`config.mk`:
```
export PLATFORM = sky130hd
export DESIGN_NAME = hazard_ctrl
export DESIGN_NICKNAME = d
export VERILOG_FILES = /design/src/rtl/hazard_ctrl.sv
export SDC_FILE = /design/constraint.sdc
export NUM_CORES = 1
export LEC_CHECK = 0
export CAP_MARGIN = 5
export CORE_MARGIN = 3
export CORE_UTILIZATION = 43
export CTS_CLUSTER_SIZE = 28
export DETAILED_ROUTE_END_ITERATION = 12
export GPL_TIMING_DRIVEN = 0
export HOLD_SLACK_MARGIN = 0.15
export PLACE_DENSITY = 0.74
export SYNTH_ARGS = -nofsm -noshare
export SYNTH_HDL_FRONTEND = slang
export SYNTH_SLANG_ARGS = --single-unit
export TNS_END_PERCENT = 30
```
`constraint.sdc`:
```
create_clock -name clk -period 2.4 [get_ports clk]
set_input_delay 0.48 -clock clk [delete_from_list [all_inputs] [get_ports clk]]
set_output_delay 0.48 -clock clk [all_outputs]
set_load 0.02 [all_outputs]
```
`src/rtl/hazard_ctrl.sv`:
```
// Decode-stage hazard unit: in-flight destination scoreboard, stall/bubble,
// redirect flush and optional forwarding select (enable with HAZ_FWD_EN).
module hazard_ctrl #(
    parameter int REG_AW    = 3,
    parameter int DEPTH     = 3,
    parameter int FLUSH_CYC = 1,
    localparam int FW       = $clog2(DEPTH + 1)
) (
    input  logic              clk,
    input  logic              rst,
    input  logic              id_valid,
    input  logic              id_rs_use,
    input  logic              id_rt_use,
    input  logic              id_wr,
    input  logic              id_load,
    input  logic              id_redirect,
    input  logic [REG_AW-1:0] id_rs,
    input  logic [REG_AW-1:0] id_rt,
    input  logic [REG_AW-1:0] id_rd,
    output logic              stall,
    output logic              bubble,
    output logic              flush,
    output logic [FW-1:0]     fwd_rs,
    output logic [FW-1:0]     fwd_rt,
    output logic [15:0]       stall_cnt
);

    logic [DEPTH-1:0]  sb_vld;
    logic [DEPTH-1:0]  sb_ld;
    logic [REG_AW-1:0] sb_rd [DEPTH];
    logic [2:0]        fcnt;
    logic              live;
    logic              hazard;
    logic              rs_hit;
    logic              rt_hit;
    logic [FW-1:0]     rs_idx;
    logic [FW-1:0]     rt_idx;
    logic              take_redir;

    assign flush = (fcnt != 3'd0);
    assign live  = id_valid && !flush && !rst;

    // Walk oldest to youngest so the lowest matching index wins.
    always_comb begin
        rs_hit = 1'b0;
        rt_hit = 1'b0;
        rs_idx = '0;
        rt_idx = '0;
        for (int i = DEPTH - 1; i >= 0; i--) begin
            if (id_rs_use && sb_vld[i] && (sb_rd[i] == id_rs)) begin
                rs_hit = 1'b1;
                rs_idx = FW'(i);
            end
            if (id_rt_use && sb_vld[i] && (sb_rd[i] == id_rt)) begin
                rt_hit = 1'b1;
                rt_idx = FW'(i);
            end
        end
    end

`ifdef HAZ_FWD_EN
    always_comb begin
        hazard = (rs_hit && (rs_idx == '0) && sb_ld[0])
              || (rt_hit && (rt_idx == '0) && sb_ld[0]);
        fwd_rs = '0;
        fwd_rt = '0;
        if (live && !hazard) begin
            if (rs_hit) fwd_rs = rs_idx + FW'(1);
            if (rt_hit) fwd_rt = rt_idx + FW'(1);
        end
    end
`else
    logic unused_fwd;
    assign unused_fwd = ^{sb_ld, rs_idx, rt_idx};
    assign hazard     = rs_hit || rt_hit;
    assign fwd_rs     = '0;
    assign fwd_rt     = '0;
`endif

    assign stall      = live && hazard;
    assign bubble     = stall;
    assign take_redir = live && !stall && id_redirect;

    always_ff @(posedge clk or posedge rst) begin
        if (rst) begin
            sb_vld <= '0;
            sb_ld  <= '0;
            for (int i = 0; i < DEPTH; i++) sb_rd[i] <= '0;
        end else begin
            for (int i = DEPTH - 1; i > 0; i--) begin
                sb_vld[i] <= sb_vld[i-1];
                sb_ld[i]  <= sb_ld[i-1];
                sb_rd[i]  <= sb_rd[i-1];
            end
            sb_vld[0] <= live && !stall && id_wr;
            sb_ld[0]  <= id_load;
            sb_rd[0]  <= id_rd;
        end
    end

    always_ff @(posedge clk or posedge rst) begin
        if (rst) begin
            fcnt <= 3'd0;
        end else if (take_redir) begin
            fcnt <= 3'(FLUSH_CYC);
        end else if (fcnt != 3'd0) begin
            fcnt <= fcnt - 3'd1;
        end
    end

    always_ff @(posedge clk or posedge rst) begin
        if (rst) begin
            stall_cnt <= 16'd0;
        end else if (stall && (stall_cnt != 16'hFFFF)) begin
            stall_cnt <= stall_cnt + 16'd1;
        end
    end

endmodule
```
-- Yosys cells after proc, flatten, opt, wreduce, memory -nomap -nowiden
Index checks and enable logic that the tools add are counted.
- $add $sub $neg: 2
- equal/unequal tests: 7
- reduce and logical (&&, ||, !) cells: 25
- mux-type cells: 8
- operators by type and width (kind ; number):
    $logic_and 1x1->1 ; 19
    $eq 3x3->1 ; 6
    $add 16x1->16 const B ; 1
    $ne 16x16->1 const B ; 1
    $mux 1 ; 6
    $mux 3 ; 2
    $logic_not 1->1 ; 3
    $reduce_bool 3->1 ; 1
    $sub 3x1->3 const B ; 1
    $reduce_bool 2->1 ; 1
    $logic_or 1x1->1 ; 1
- logic and storage cells: 48
- bits of input ports: 17
- output and inout bits: 23
- flip-flop bits (word level): 31

-- Longest topological paths before layout
- depth after elaboration: 11
- mapped depth: 9
- gate-level depth less buffers: 8

-- Worst setup path before layout
Ideal clock, no wire load.
- kind: input to output
- start point: input port rst
- end point: output port stall
- path slack: -151 ps
- buffers on the path: 2
- required time: 1920 ps
- stages on the path: 5
- arrival: 2071 ps
- cell sequence: inv_1 and3_1 clkbuf_1 and2_1 buf_4
- word-level cells in the longest chain between the ends: 3
- ends and longest elaborated chain (element ; RTL line ; text):
    start, declared ; 10 ; input logic rst,
    $logic_not 1->1 (no line) ; n/a ;
    $logic_and 1x1->1 ; 41 ; assign live = id_valid && !flush && !rst;
    $logic_and 1x1->1 ; 80 ; assign stall = live && hazard;
    end, declared ; 20 ; output logic stall,
Every way passes these cells.

-- Worst setup path after layout
Ends and elaborated chain as after synthesis.

==> results <==
- The remaining antenna violation count is 0.
- The sink count of the clock tree is 31.
- During placement, the flow inserted port buffers numbering 34.
- The core box area is 3420 µm².
- The critical path is of the primary input to primary output type.
- The total power after layout is 1160 µW.
- The via count of the first global-routing pass is 1227.
- The part of the Yosys area used for sequential elements is 49.5%.
- The xor and xnor area share after synthesis is 19.0%.
- For this design the static power due to leakage is a little over 0.0009 µW.
- Relative to the synthesized area, the layout overhead comes to 34.5%.
- The library cell used as clock root buffer is clkbuf_4.
- The flow ran to the end, and the final reports show no timing, DRC or antenna violations.
- In this run, synthesis produced a sequential element count of 31.
- Counting I/O delays and the setup requirement, the final critical path takes 2300 ps.
- The clock tree buffer depth is 2.
- The die area is 4400 µm².
- The maximum number of pins on one net before global-route repair is 17.
- The count of TritonRoute iterations in the first routing pass is 4.
- In the global route stage, overall resource usage came out at 16.3%.
- The synthesized design devotes to its leading area cell type 49.5% of total area.
- The final global-route overflow total is 0.
- The number of nets in the layout is 212.
- By area the synthesized netlist is led by dfrtp_1 50%, xnor2_1 10%, xor2_1 8.9%.
- The count of antenna diodes in the layout is 0.
- The post-CTS clock slew at the launch and capture registers of the worst setup and hold paths is 80 ps.
- Of the total synthesized cell area, the portion taken by full adders, half adders and majority gates is roughly 2.4%.
- The die span in x is about 66 µm.
- Cells with a size suffix above 1 make up 19.3% of the layout.
- TritonCTS built the clock tree.
- Summing the areas of all compound-gate instances in the mapped netlist gives 2.64% of the synthesized area.
- Measured against the total synthesized area, the mux share comes to 0.958%.
- The initial core utilization is 45.9%.
- The DRC violations left is 0.
- The max-slew violation count is 0.
- The placed cell area is 1980 µm².
- The worst supply voltage drop on vdd is around 0.34 mV.
- The initial antenna violation count came to 0.
- The final critical-path share of the clock period is 95.7%.
- The final-report setup violation count is 0.
- The routed layout has 1163 vias.
- The mean number of vias per cell is 4.89.
- The worst setup path is captured at a primary output.
- The most frequent standard cell in the layout excluding fill and tap cells is dfrtp_1.
- The routed length per placed instance is about 14 µm.
- The per-instance average area after synthesis is between 10 and 15 µm².
- The final design instance area without fill is 2110 µm².
- The number of levels the H-tree was split into is 2.
- For this block, the routed nets add up to 3260 µm of wire.
- At the later pin of the worst-skew pair, clock insertion delay measures 330 ps.
- The estimated wirelength of the detail-placed design is 2370 µm.
- The nature of the critical path startpoint is a primary input.
- The simple logic cell fraction of the synthesized area is 20.8%.
- On the final layout, the worst clock skew is 9.49 ps.
- The actual transition at the worst max-transition pin is 671 ps.
- In the layout the commonest cells are 31 x dfrtp_1, 24 x clkdlybuf4s50_1, 18 x xnor2_1.
- The global-route wire length before repair is around 5300 µm.
- The synthesized instance count is ~150.
- In this run the worst path has a maximum fanout of 7.
- Power spread over the standard cell area amounts to 548 nW/µm².
- Setup repair after global routing left no endpoint under its margin.
- The maximum clock frequency is 0.435 GHz.
- During synthesis, Yosys emitted a total of 0 warnings.
- The synthesized netlist contains 28 unique library cells.
- The critical path required time is around 1900 ps.
- The path class of the tightest hold or removal check is register to register.
- The initial detailed-routing violation count is 16.
- The arrival time at the worst endpoint is between 1500 and 2000 ps.
- The largest area contributor in the netlist is dfrtp_1.
- The floorplan has 21 rows.
- The main combinational cell family by area after synthesis is simple AND/OR/NAND/NOR gates.
- Counting the buffers created by CTS gives 5.
- The congestion estimate from routability-driven global placement came to 0.811.
- The die is ~66 µm tall.
- The boundary pin count is 40.
- After synthesis the cells add up to 1570 µm².
- The total count of hold-check failures in the final report is 0.
- The worst pin sits at a relative slew slack of 55.0%.
- The final-layout fill cell count is approximately 280.
- The tool flagged a number of max-cap violations equal to 0.
routing by layer:
metal / wire (µm) / track usage, % / part of all wire [%]
met1: 1390 / 19.0 / 43
met4: 42 / 6.35 / 1.3
met2: 1650 / 26.9 / 51
met5: 0 / 0 / 0
met3: 171 / 6.29 / 5.3
where the power goes:
group          switching (µW)  leakage (µW)  internal (µW)
Clock                     164     0.0000341            135
Combinational             143      0.000472            121
Sequential               29.1      0.000406            564
Total                     336      0.000912            820
final cells by class:
cell class                 instances  area, µm²  area share, %
buffer                             5       37.5           1.78
clock buffer                       6       51.3           2.43
clock inverter                     1       5.00          0.238
inverter                           6       26.3           1.25
multi-input combinational        104        790           37.5
sequential                        31        776           36.8
tap                               46       57.6           2.73
timing repair buffer              38        359           17.0
timing repair inverter             1       5.00          0.238
final timing paths:
| kind | from | to | slack (ps) | cells after the start |
|---|---|---|---|---|
| max in group asynchronous | rst | fcnt[0]$_DFFE_PP0P_ | 1410 | 2 |
| worst min-delay path | sb_vld[1]$_DFF_PP0_ | sb_vld[2]$_DFF_PP0_ | 430 | 0 |
| worst min register to register | sb_vld[1]$_DFF_PP0_ | sb_vld[2]$_DFF_PP0_ | 430 | 0 |
| min in group asynchronous | rst | stall_cnt[13]$_DFFE_PP0P_ | 610 | 3 |
| worst max-delay path | rst | stall | 100 | 6 |
| worst max register to register | stall_cnt[3]$_DFFE_PP0P_ | stall_cnt[1]$_DFFE_PP0P_ | 350 | 5 |
synthesized netlist by cell type:
cell type	count
and4_4	1
nand3_2	2
inv_1	6
a21oi_1	2
ha_1	3
nand4_4	1
clkbuf_1	1
buf_2	1
nand4_1	5
nor2_1	10
a41oi_1	3
nand2_1	13
nand3_1	8
and2_1	1
nor3b_1	1
nor4_1	4
nand3b_1	1
buf_4	5
dfrtp_1	31
and3_1	2
nor3_1	5
o21ai_0	1
mux2_4	1
xnor2_1	18
conb_1	1
xor2_1	16
nor4_4	1
or4_4	1
critical path: stages:
cell and delay [ps]:
clkdlybuf4s50_1 560, clkinvlp_4 130, and3_4 220, and2_1 170, buf_4 120, buf_4 140
sequential cells by signal (all words and copies together), names as in the netlist:
name and cells:
stall_cnt 16, sb_rd 9, fcnt 3, sb_vld 3
cells by family after synthesis:
family                   Yosys count
multiplexers                       1
buffers and inverters             13
flip-flops                        31
adder cells (fa/ha/maj)            3
other                              1
XOR/XNOR                          34
AO/OA/AOI/OAI                      6
AND/OR/NAND/NOR                   56
stage by stage:
stage	setup WS (ps)	hold WS, ps	setup TNS, ps	cells	util, %
after CTS	6.23	439	0	238	61.6
after global placement	-1130	395	-8480	228	57.9
after detailed placement	-1140	398	-8930	228	57.9
final	103	435	0	238	61.7
after global routing	13.5	452	0	238	61.7
after floorplan	56.7	373	0	148	-
what timing repair did:
action,in CTS,in global routing
buffers inserted,3,1
hold buffers,0,0
gates resized for setup,31,3
pin swaps,8,10
setup endpoints to repair,16,2
cloned,1,0
Note: power is estimated with default switching activity, not from simulation.
